### src/rtl/arith_pkg.sv
// Shared arithmetic package: FSM state type and counter sizing helper
// for the digit-serial arithmetic blocks.
package arith_pkg;

  // Operating states of the serial subtractor.
  typedef enum logic [1:0] {
    IDLE = 2'd0,
    RUN  = 2'd1,
    DONE = 2'd2
  } sub_state_t;

  // Width of a counter indexing n digits; never narrower than one bit so
  // the degenerate single-digit case still has a legal counter.
  function automatic int cnt_width(input int n);
    if (n <= 1) begin
      return 1;
    end else begin
      return $clog2(n);
    end
  endfunction

endpackage

### src/rtl/sub_digit.sv
// One digit of unsigned subtraction with borrow in and borrow out.
// The borrow out is the MSB of a one-bit-wider difference.
module sub_digit #(
  parameter int DIGIT_WIDTH = 4
) (
  input  logic [DIGIT_WIDTH-1:0] a_dig,
  input  logic [DIGIT_WIDTH-1:0] b_dig,
  input  logic                   bi,
  output logic [DIGIT_WIDTH-1:0] d,
  output logic                   bo
);

  logic [DIGIT_WIDTH:0] res_s;

  // Widened difference; a negative result wraps and sets the top bit.
  always_comb begin
    res_s = {1'b0, a_dig} - {1'b0, b_dig} - {{DIGIT_WIDTH{1'b0}}, bi};
  end

  assign d  = res_s[DIGIT_WIDTH-1:0];
  assign bo = res_s[DIGIT_WIDTH];

endmodule

### src/rtl/serial_subtractor.sv
// Digit-serial unsigned subtractor: diff = a - b - borrow_in modulo
// 2^DATA_WIDTH, one DIGIT_WIDTH-bit digit per clock, LSB digit first.
// Operands are captured on an in_valid/in_ready handshake, the result is
// presented on an out_valid/out_ready handshake.
module serial_subtractor
  import arith_pkg::*;
#(
  parameter int DATA_WIDTH  = 16,
  parameter int DIGIT_WIDTH = 4
) (
  input  logic                  clk,
  input  logic                  rst_n,
  input  logic [DATA_WIDTH-1:0] a,
  input  logic [DATA_WIDTH-1:0] b,
  input  logic                  borrow_in,
  input  logic                  in_valid,
  output logic                  in_ready,
  output logic [DATA_WIDTH-1:0] diff,
  output logic                  borrow_out,
  output logic                  out_valid,
  input  logic                  out_ready
);

  localparam int N     = DATA_WIDTH / DIGIT_WIDTH;
  localparam int CNT_W = cnt_width(N);
  localparam logic [CNT_W-1:0] LAST_CNT = CNT_W'(N - 1);

  if ((DATA_WIDTH % DIGIT_WIDTH) != 0) begin : g_bad_width
    $error("serial_subtractor: DATA_WIDTH must be a multiple of DIGIT_WIDTH");
  end

  sub_state_t             state_q, state_d;
  logic [CNT_W-1:0]       cnt_q, cnt_d;
  logic [DATA_WIDTH-1:0]  a_q, a_d;
  logic [DATA_WIDTH-1:0]  b_q, b_d;
  logic                   borrow_q, borrow_d;
  logic [DATA_WIDTH-1:0]  diff_q, diff_d;
  logic                   borrow_out_q, borrow_out_d;
  logic                   out_valid_q, out_valid_d;

  logic [DIGIT_WIDTH-1:0] dig_s;
  logic                   dig_bo_s;
  logic                   accept_s;
  logic [DATA_WIDTH+DIGIT_WIDTH-1:0] diff_cat_s;
  logic [DATA_WIDTH-1:0]  diff_shift_s;

  // The single digit cell always works on the low digit of the operand
  // shift registers and the running borrow.
  sub_digit #(
    .DIGIT_WIDTH (DIGIT_WIDTH)
  ) u_sub_digit (
    .a_dig (a_q[DIGIT_WIDTH-1:0]),
    .b_dig (b_q[DIGIT_WIDTH-1:0]),
    .bi    (borrow_q),
    .d     (dig_s),
    .bo    (dig_bo_s)
  );

  assign in_ready = (state_q == IDLE);
  assign accept_s = in_valid && in_ready;

  // New digit enters at the top of the result register; after N shifts
  // digit k has landed in position k.
  always_comb begin
    diff_cat_s   = {dig_s, diff_q};
    diff_shift_s = DATA_WIDTH'(diff_cat_s >> DIGIT_WIDTH);
  end

  // Next-state and datapath update for the IDLE / RUN / DONE sequence.
  always_comb begin
    state_d      = state_q;
    cnt_d        = cnt_q;
    a_d          = a_q;
    b_d          = b_q;
    borrow_d     = borrow_q;
    diff_d       = diff_q;
    borrow_out_d = borrow_out_q;
    out_valid_d  = out_valid_q;

    case (state_q)
      IDLE: begin
        if (accept_s) begin
          a_d      = a;
          b_d      = b;
          borrow_d = borrow_in;
          cnt_d    = {CNT_W{1'b0}};
          state_d  = RUN;
        end else begin
          state_d  = IDLE;
        end
      end

      RUN: begin
        a_d      = a_q >> DIGIT_WIDTH;
        b_d      = b_q >> DIGIT_WIDTH;
        borrow_d = dig_bo_s;
        diff_d   = diff_shift_s;
        if (cnt_q == LAST_CNT) begin
          cnt_d        = {CNT_W{1'b0}};
          borrow_out_d = dig_bo_s;
          out_valid_d  = 1'b1;
          state_d      = DONE;
        end else begin
          cnt_d        = cnt_q + CNT_W'(1);
          state_d      = RUN;
        end
      end

      DONE: begin
        if (out_ready) begin
          out_valid_d = 1'b0;
          state_d     = IDLE;
        end else begin
          out_valid_d = 1'b1;
          state_d     = DONE;
        end
      end

      default: begin
        out_valid_d = 1'b0;
        cnt_d       = {CNT_W{1'b0}};
        state_d     = IDLE;
      end
    endcase
  end

  // All state, operand, and output registers; reset aborts any operation.
  always_ff @(posedge clk or negedge rst_n) begin
    if (!rst_n) begin
      state_q      <= IDLE;
      cnt_q        <= {CNT_W{1'b0}};
      a_q          <= {DATA_WIDTH{1'b0}};
      b_q          <= {DATA_WIDTH{1'b0}};
      borrow_q     <= 1'b0;
      diff_q       <= {DATA_WIDTH{1'b0}};
      borrow_out_q <= 1'b0;
      out_valid_q  <= 1'b0;
    end else begin
      state_q      <= state_d;
      cnt_q        <= cnt_d;
      a_q          <= a_d;
      b_q          <= b_d;
      borrow_q     <= borrow_d;
      diff_q       <= diff_d;
      borrow_out_q <= borrow_out_d;
      out_valid_q  <= out_valid_d;
    end
  end

  assign diff       = diff_q;
  assign borrow_out = borrow_out_q;
  assign out_valid  = out_valid_q;

endmodule

### config.mk
export PLATFORM = sky130hd
export DESIGN_NAME = serial_subtractor
export DESIGN_NICKNAME = d
export VERILOG_FILES = /design/src/rtl/arith_pkg.sv /design/src/rtl/sub_digit.sv /design/src/rtl/serial_subtractor.sv
export SDC_FILE = /design/constraint.sdc
export NUM_CORES = 1
export LEC_CHECK = 0
export BUFFER_PORTS_ARGS = -buffer_cell sky130_fd_sc_hd__buf_2
export CAP_MARGIN = 20
export CORE_ASPECT_RATIO = 0.6
export CORE_MARGIN = 4
export CORE_UTILIZATION = 52
export DETAILED_ROUTE_END_ITERATION = 8
export PLACE_DENSITY_LB_ADDON = 0.12
export SLEW_MARGIN = 20
export SYNTH_ARGS = -nofsm -noshare
export SYNTH_HDL_FRONTEND = slang
export SYNTH_SLANG_ARGS = --single-unit
### constraint.sdc
create_clock -name clk -period 2.7 [get_ports clk]
set_input_delay 0.54 -clock clk [delete_from_list [all_inputs] [get_ports clk]]
set_output_delay 0.54 -clock clk [all_outputs]
set_load 0.1 [all_outputs]
Yosys cells after proc, flatten, opt, wreduce, memory -nomap -nowiden
Cells that the tools add are included.
{"block": "op_classes", "eq_ne": 5, "reduce_logical": 7, "bitwise_logic": 2, "addsub": 3, "n_mux": 16}
{"op": "case mux 16 bit (2 select lines)", "n": 2}
{"op": "two-way mux 16 bit", "n": 2}
{"op": "case mux 2 bit (3 select lines)", "n": 2}
{"op": "two-way mux 2 bit", "n": 4}
{"op": "AND reduction 2 bit", "n": 4}
{"op": "subtractor 4 x 4 -> 5 bit", "n": 1}
{"op": "subtractor 5 x 1 -> 5 bit", "n": 1}
{"op": "== test 2 bit (second input constant)", "n": 2}
{"op": "two-way mux 1 bit", "n": 4}
{"op": "case mux 1 bit (3 select lines)", "n": 1}
{"op": "adder 2 x 1 -> 2 bit (second input constant)", "n": 1}
{"op": "== test 2 x 1 -> 1 bit (second input constant)", "n": 1}
{"op": "logical NOT 2 bit", "n": 1}
{"op": "!= test 2 x 1 -> 1 bit (second input constant)", "n": 1}
{"op": "!= test 2 bit (second input constant)", "n": 1}
{"op": "NOT 1 bit", "n": 2}
{"op": "case mux 1 bit (2 select lines)", "n": 1}
{"op": "nonzero test 2 bit", "n": 1}
{"op": "logical AND 1 bit", "n": 1}
{"block": "word_totals", "elab_cells": 41, "reg_bits": 55, "out_inout_bits": 19, "in_bits": 37}

Depth between registers and ports, before layout
{"block": "logic_depth", "word_depth": 4, "ltp_mapped": 10, "mapped_depth_nobuf": 10}

Cells and area by module
From an unflattened synthesis, not the netlist that was laid out.
{"block": "unflattened", "hier_cells": 229, "area_unflattened_um2": 2666.3}
{"mod": "serial_subtractor", "area_per_inst_um2": 2458.6, "cells_per_inst": 205, "n_inst": 1, "seq_area_each_um2": 1376.3}
{"mod": "sub_digit", "area_per_inst_um2": 207.7, "cells_per_inst": 24, "n_inst": 1, "seq_area_each_um2": 0.0}

Worst setup path before layout
Ideal clock, no wire load.
{"block": "synth_timing", "kind": "register -> register", "start": "register a_q[0]", "end": "register borrow_out_q (netlist: borrow_out)", "n_path_buf": 0, "required_time_ps": 2571, "path_slack_ps": 246, "arrival_ps": 2325, "setup_time_ps": 129, "period_less_slack_ps": 2454, "stages_incl_launch_ff": 10, "path_cell_list": "dfrtp_1 > fa_1 > inv_1 > ha_1 > or2_2 > fa_1 > nand2b_1 > a21oi_1 > xnor2_1 > o21ai_0"}
{"block": "synth_via", "elab_chain_cells": 2}
{"element": "start: declaration", "line_no": "serial_subtractor.sv:34", "rtl": "logic [DATA_WIDTH-1:0] a_q, a_d;"}
{"element": "start signal: assignment", "line_no": "serial_subtractor.sv:132", "rtl": "a_q <= {DATA_WIDTH{1'b0}};"}
{"element": "subtractor 4 x 4 -> 5 bit", "line_no": "sub_digit.sv:17", "rtl": "res_s = {1'b0, a_dig} - {1'b0, b_dig} - {{DIGIT_WIDTH{1'b0}}, bi};"}
{"element": "subtractor 5 x 1 -> 5 bit", "line_no": "sub_digit.sv:17"}
{"element": "end signal: assignment", "line_no": "serial_subtractor.sv:145", "rtl": "borrow_out_q <= borrow_out_d;"}
{"element": "end: declaration", "line_no": "serial_subtractor.sv:38", "rtl": "logic borrow_out_q, borrow_out_d;"}
Every way passes these cells.
A chain may end at the register's enable or synchronous reset.

Worst setup path in the final report
{"block": "layout_timing", "start": "register a_q[0]", "end": "register borrow_q"}
{"block": "layout_via", "elab_chain_cells": 3}
{"element": "subtractor 4 x 4 -> 5 bit", "line_no": "sub_digit.sv:17"}
{"element": "subtractor 5 x 1 -> 5 bit", "line_no": "sub_digit.sv:17"}
{"element": "case mux 1 bit (2 select lines)", "line_no": "serial_subtractor.sv:80", "rtl": "case (state_q)"}
{"element": "end signal: assignment", "line_no": "serial_subtractor.sv:143", "rtl": "borrow_q <= borrow_d;"}
{"element": "end: declaration", "line_no": "serial_subtractor.sv:36", "rtl": "logic borrow_q, borrow_d;"}
Every way passes these cells.

==> impl_metrics.json <==
{
  "status": "completed",
  "crit_type": "register to register",
  "chipWidth_um": 101,
  "synth_cells": 248,
  "min_period_over_period_pct": 95.0,
  "core_area_mm2": 0.00478,
  "crit_buf_inv": 1,
  "viasPerCell": 5.23,
  "h-tree-depth": 2,
  "cts.sinks": 55,
  "synth-seq-area-share_pct": 51.1,
  "syn-num-nets": 298,
  "synth-xor-area-share_pct": 0.975,
  "drc_errors": 0,
  "setup.worst_path.start": "a_q[0]",
  "synth-compound-area-share_pct": 10.2,
  "timing.final.crit_period_ps": 2570,
  "cts_buffer_depth": 2,
  "initialDrtViolationCount": 90,
  "report.final.slew_viol_count": 0,
  "endpoint_kind": "register",
  "dp_hpwl_um": 3760,
  "path_clk_slew_ps": 100,
  "r2r-start": "a_q[0]",
  "die_h_um": 63.8,
  "wl_per_cell_um": 14.3,
  "cts_buffers": 5,
  "max_freq_ghz": 0.390,
  "min_path_type": "primary input to asynchronous set/reset pin",
  "start_util_pct": 56.4,
  "crit_slowest_cell": "fa_1",
  "rows": 19,
  "cp_max_fo": 2,
  "drive_above_1_share_pct": 29.6,
  "clkLatencyLatePin_ps": 310,
  "crit_cells": 9,
  "hold_violations": 0,
  "port-buffer-count": 55,
  "drv_cap": 0,
  "diodes": 0,
  "cp.required_ps": 2900,
  "grt_pass1_wl_um": 8980,
  "tightestPinTransition_ps": 698,
  "grt_pass1_vias": 1858,
  "grt_overflow": 0,
  "grt_use_total_pct": 17.8,
  "synth_edf_count": 0,
  "yosys.area_share.simple_pct": 10.7,
  "synthAdderAreaFrac_pct": 6.60,
  "cp_common_cell": "fa_1",
  "avgSynthCellArea_um2": 10.9,
  "area_delta_synth_final_pct": 16.0,
  "final_core_util_pct": 65.4,
  "synthesis.area_mm2": 0.00269,
  "wl_um": 5240,
  "crit_arrival_ps": 2760,
  "hold_buffers": 0,
  "cts-root-buf": "clkbuf_8",
  "synth_top_cell_area_share_pct": 51.1,
  "cts_tree": "built",
  "final_antenna_net_count": 0,
  "grt_max_degree": 56,
  "setup_viol": 0,
  "r2r_end": "borrow_q",
  "rsz0062_at_grt": "no",
  "r2r_slack_ps": 130,
  "ios": 56,
  "drtPass1Iterations": 4,
  "crit_chain": "fa_1 > inv_1 > ha_1 > or2_2 > fa_1 > nand2b_1 > a21oi_2 > xnor2_1 > o21ai_1",
  "holdWs_ps": 336,
  "num_vias": 1918,
  "synth_top_family_by_area": "multiplexers",
  "ys.flop_type": "dfrtp_1",
  "cp-start-kind": "register",
  "synth_warnings": 0,
  "antenna_found_initial": 0,
  "r2r_cells": 9,
  "max_stage_delay_ps": 550,
  "ys_seq_elements": 55,
  "slew_headroom_pct": 53.5,
  "synthDistinctLibCells": 30,
  "gp_congestion": 0.738,
  "num-nets-final": 353,
  "crit_path_end": "borrow_q",
  "yosys-top-cells-area": "dfrtp_1 51%, mux2i_1 8.9%, o21ai_0 6.3%",
  "finalSetupTns_ps": 0,
  "synth.area.mux_share_pct": 15.7,
  "post-synth-top-area-cell": "dfrtp_1",
  "critical_path.top_delay_family": "adder cells",
  "synthArstFlopShare_pct": 100,
  "die_area_mm2": 0.00643,
  "clock_skew_ps": 5.99
}
[worst register-to-register path, cell delays in order, from the launching register on]
cell and delay [ps]:
dfrtp_1 410, fa_1 550, inv_1 50, ha_1 180
or2_2 280, fa_1 380, nand2b_1 190, a21oi_2 170
xnor2_1 160, o21ai_1 100
[metal layers]
metal  track usage, %  share of wire (%)  vias to the layer above  routed length (um)
li1                 -                  -                      949                   -
met1             25.6                 51                      918                2670
met2             26.7                 43                       43                2240
met3             4.24                4.8                        8                 252
met4             5.97                1.5                        0                  80
met5                0                  0                        -                   0
[layout by cell type (no fill, tap or decap), types with 2 or more instances in the layout]
cell / instances
fa_1: 2
mux2i_1: 24
buf_4: 6
xnor2_1: 2
o21ai_1: 4
nor2b_1: 10
ha_1: 10
clkinvlp_4: 2
clkbuf_8: 5
mux2_2: 15
buf_2: 55
a21oi_1: 12
inv_1: 10
nor2_1: 2
dfrtp_1: 55
nand2_1: 37
nand2b_1: 5
o21ai_0: 33
[through the flow]
stage / setup slack (ps) / std cells / cell area [um2]
final: 135 / 367 / 3130
after global routing: 22.9 / 367 / 3130
after CTS: 75.3 / 366 / 3110
after detailed placement: 99.3 / 358 / 3030
after global placement: 166 / 358 / 3030
after floorplan: 246 / 248 / 2690
[sequential cells by signal, summed over array words and instances (netlist names)]
name and flops:
a_q 16, b_q 16, diff 16, cnt_q 2
state_q 2, borrow_out 1, borrow_q 1, out_valid 1
[final cells by class]
cell class                 count  area, um2
clock buffer                   5       68.8
clock inverter                 3       20.0
fill                         397       1650
inverter                      10       37.5
multi-input combinational    169       1200
sequential                    55       1380
tap                           63       78.8
timing repair buffer          62        340
[cell families (layout without fill, tap and decap cells)]
family                     count (synthesis)  count (layout)
AOI/OAI and AO/OA                         53              53
xor gates and xnor gates                   3               3
adders and majority gates                 13              13
buffers and inverters                     24              80
DFF                                       55              55
muxes                                     40              40
and+or+nand+nor                           60              60
[cells in the mapped netlist (2+ instances only)]
| cell | n |
|---|---|
| mux2i_1 | 24 |
| mux2_2 | 15 |
| ha_1 | 11 |
| fa_1 | 2 |
| o21ai_1 | 3 |
| nor2b_1 | 10 |
| clkbuf_1 | 2 |
| o21ai_0 | 34 |
| inv_1 | 10 |
| a21oi_1 | 13 |
| nor2_1 | 2 |
| buf_4 | 2 |
| xnor2_1 | 2 |
| buf_6 | 3 |
| buf_2 | 6 |
| dfrtp_1 | 55 |
| nand2b_1 | 5 |
| nand2_1 | 37 |
[worst min path at each step]
stage | start | end | slack (ps) | depth (start not counted)
global route | rst_n | b_q[5] | 410 | 2
floorplan | rst_n | a_q[0] | 240 | 0
global placement | a_q[9] | a_q[9] | 460 | 2
detailed placement | a_q[9] | a_q[9] | 470 | 2
finish | rst_n | b_q[8] | 340 | 2
CTS | rst_n | b_q[1] | 370 | 2
[timing repair]
action                     4_1_cts  5_1_grt
buffers inserted                 0        1
setup endpoints to repair        0        1
gates resized for setup          0        2
Power is not shown: default switching activity piles up to over one toggle a cycle in this logic, so the estimate is an artifact.
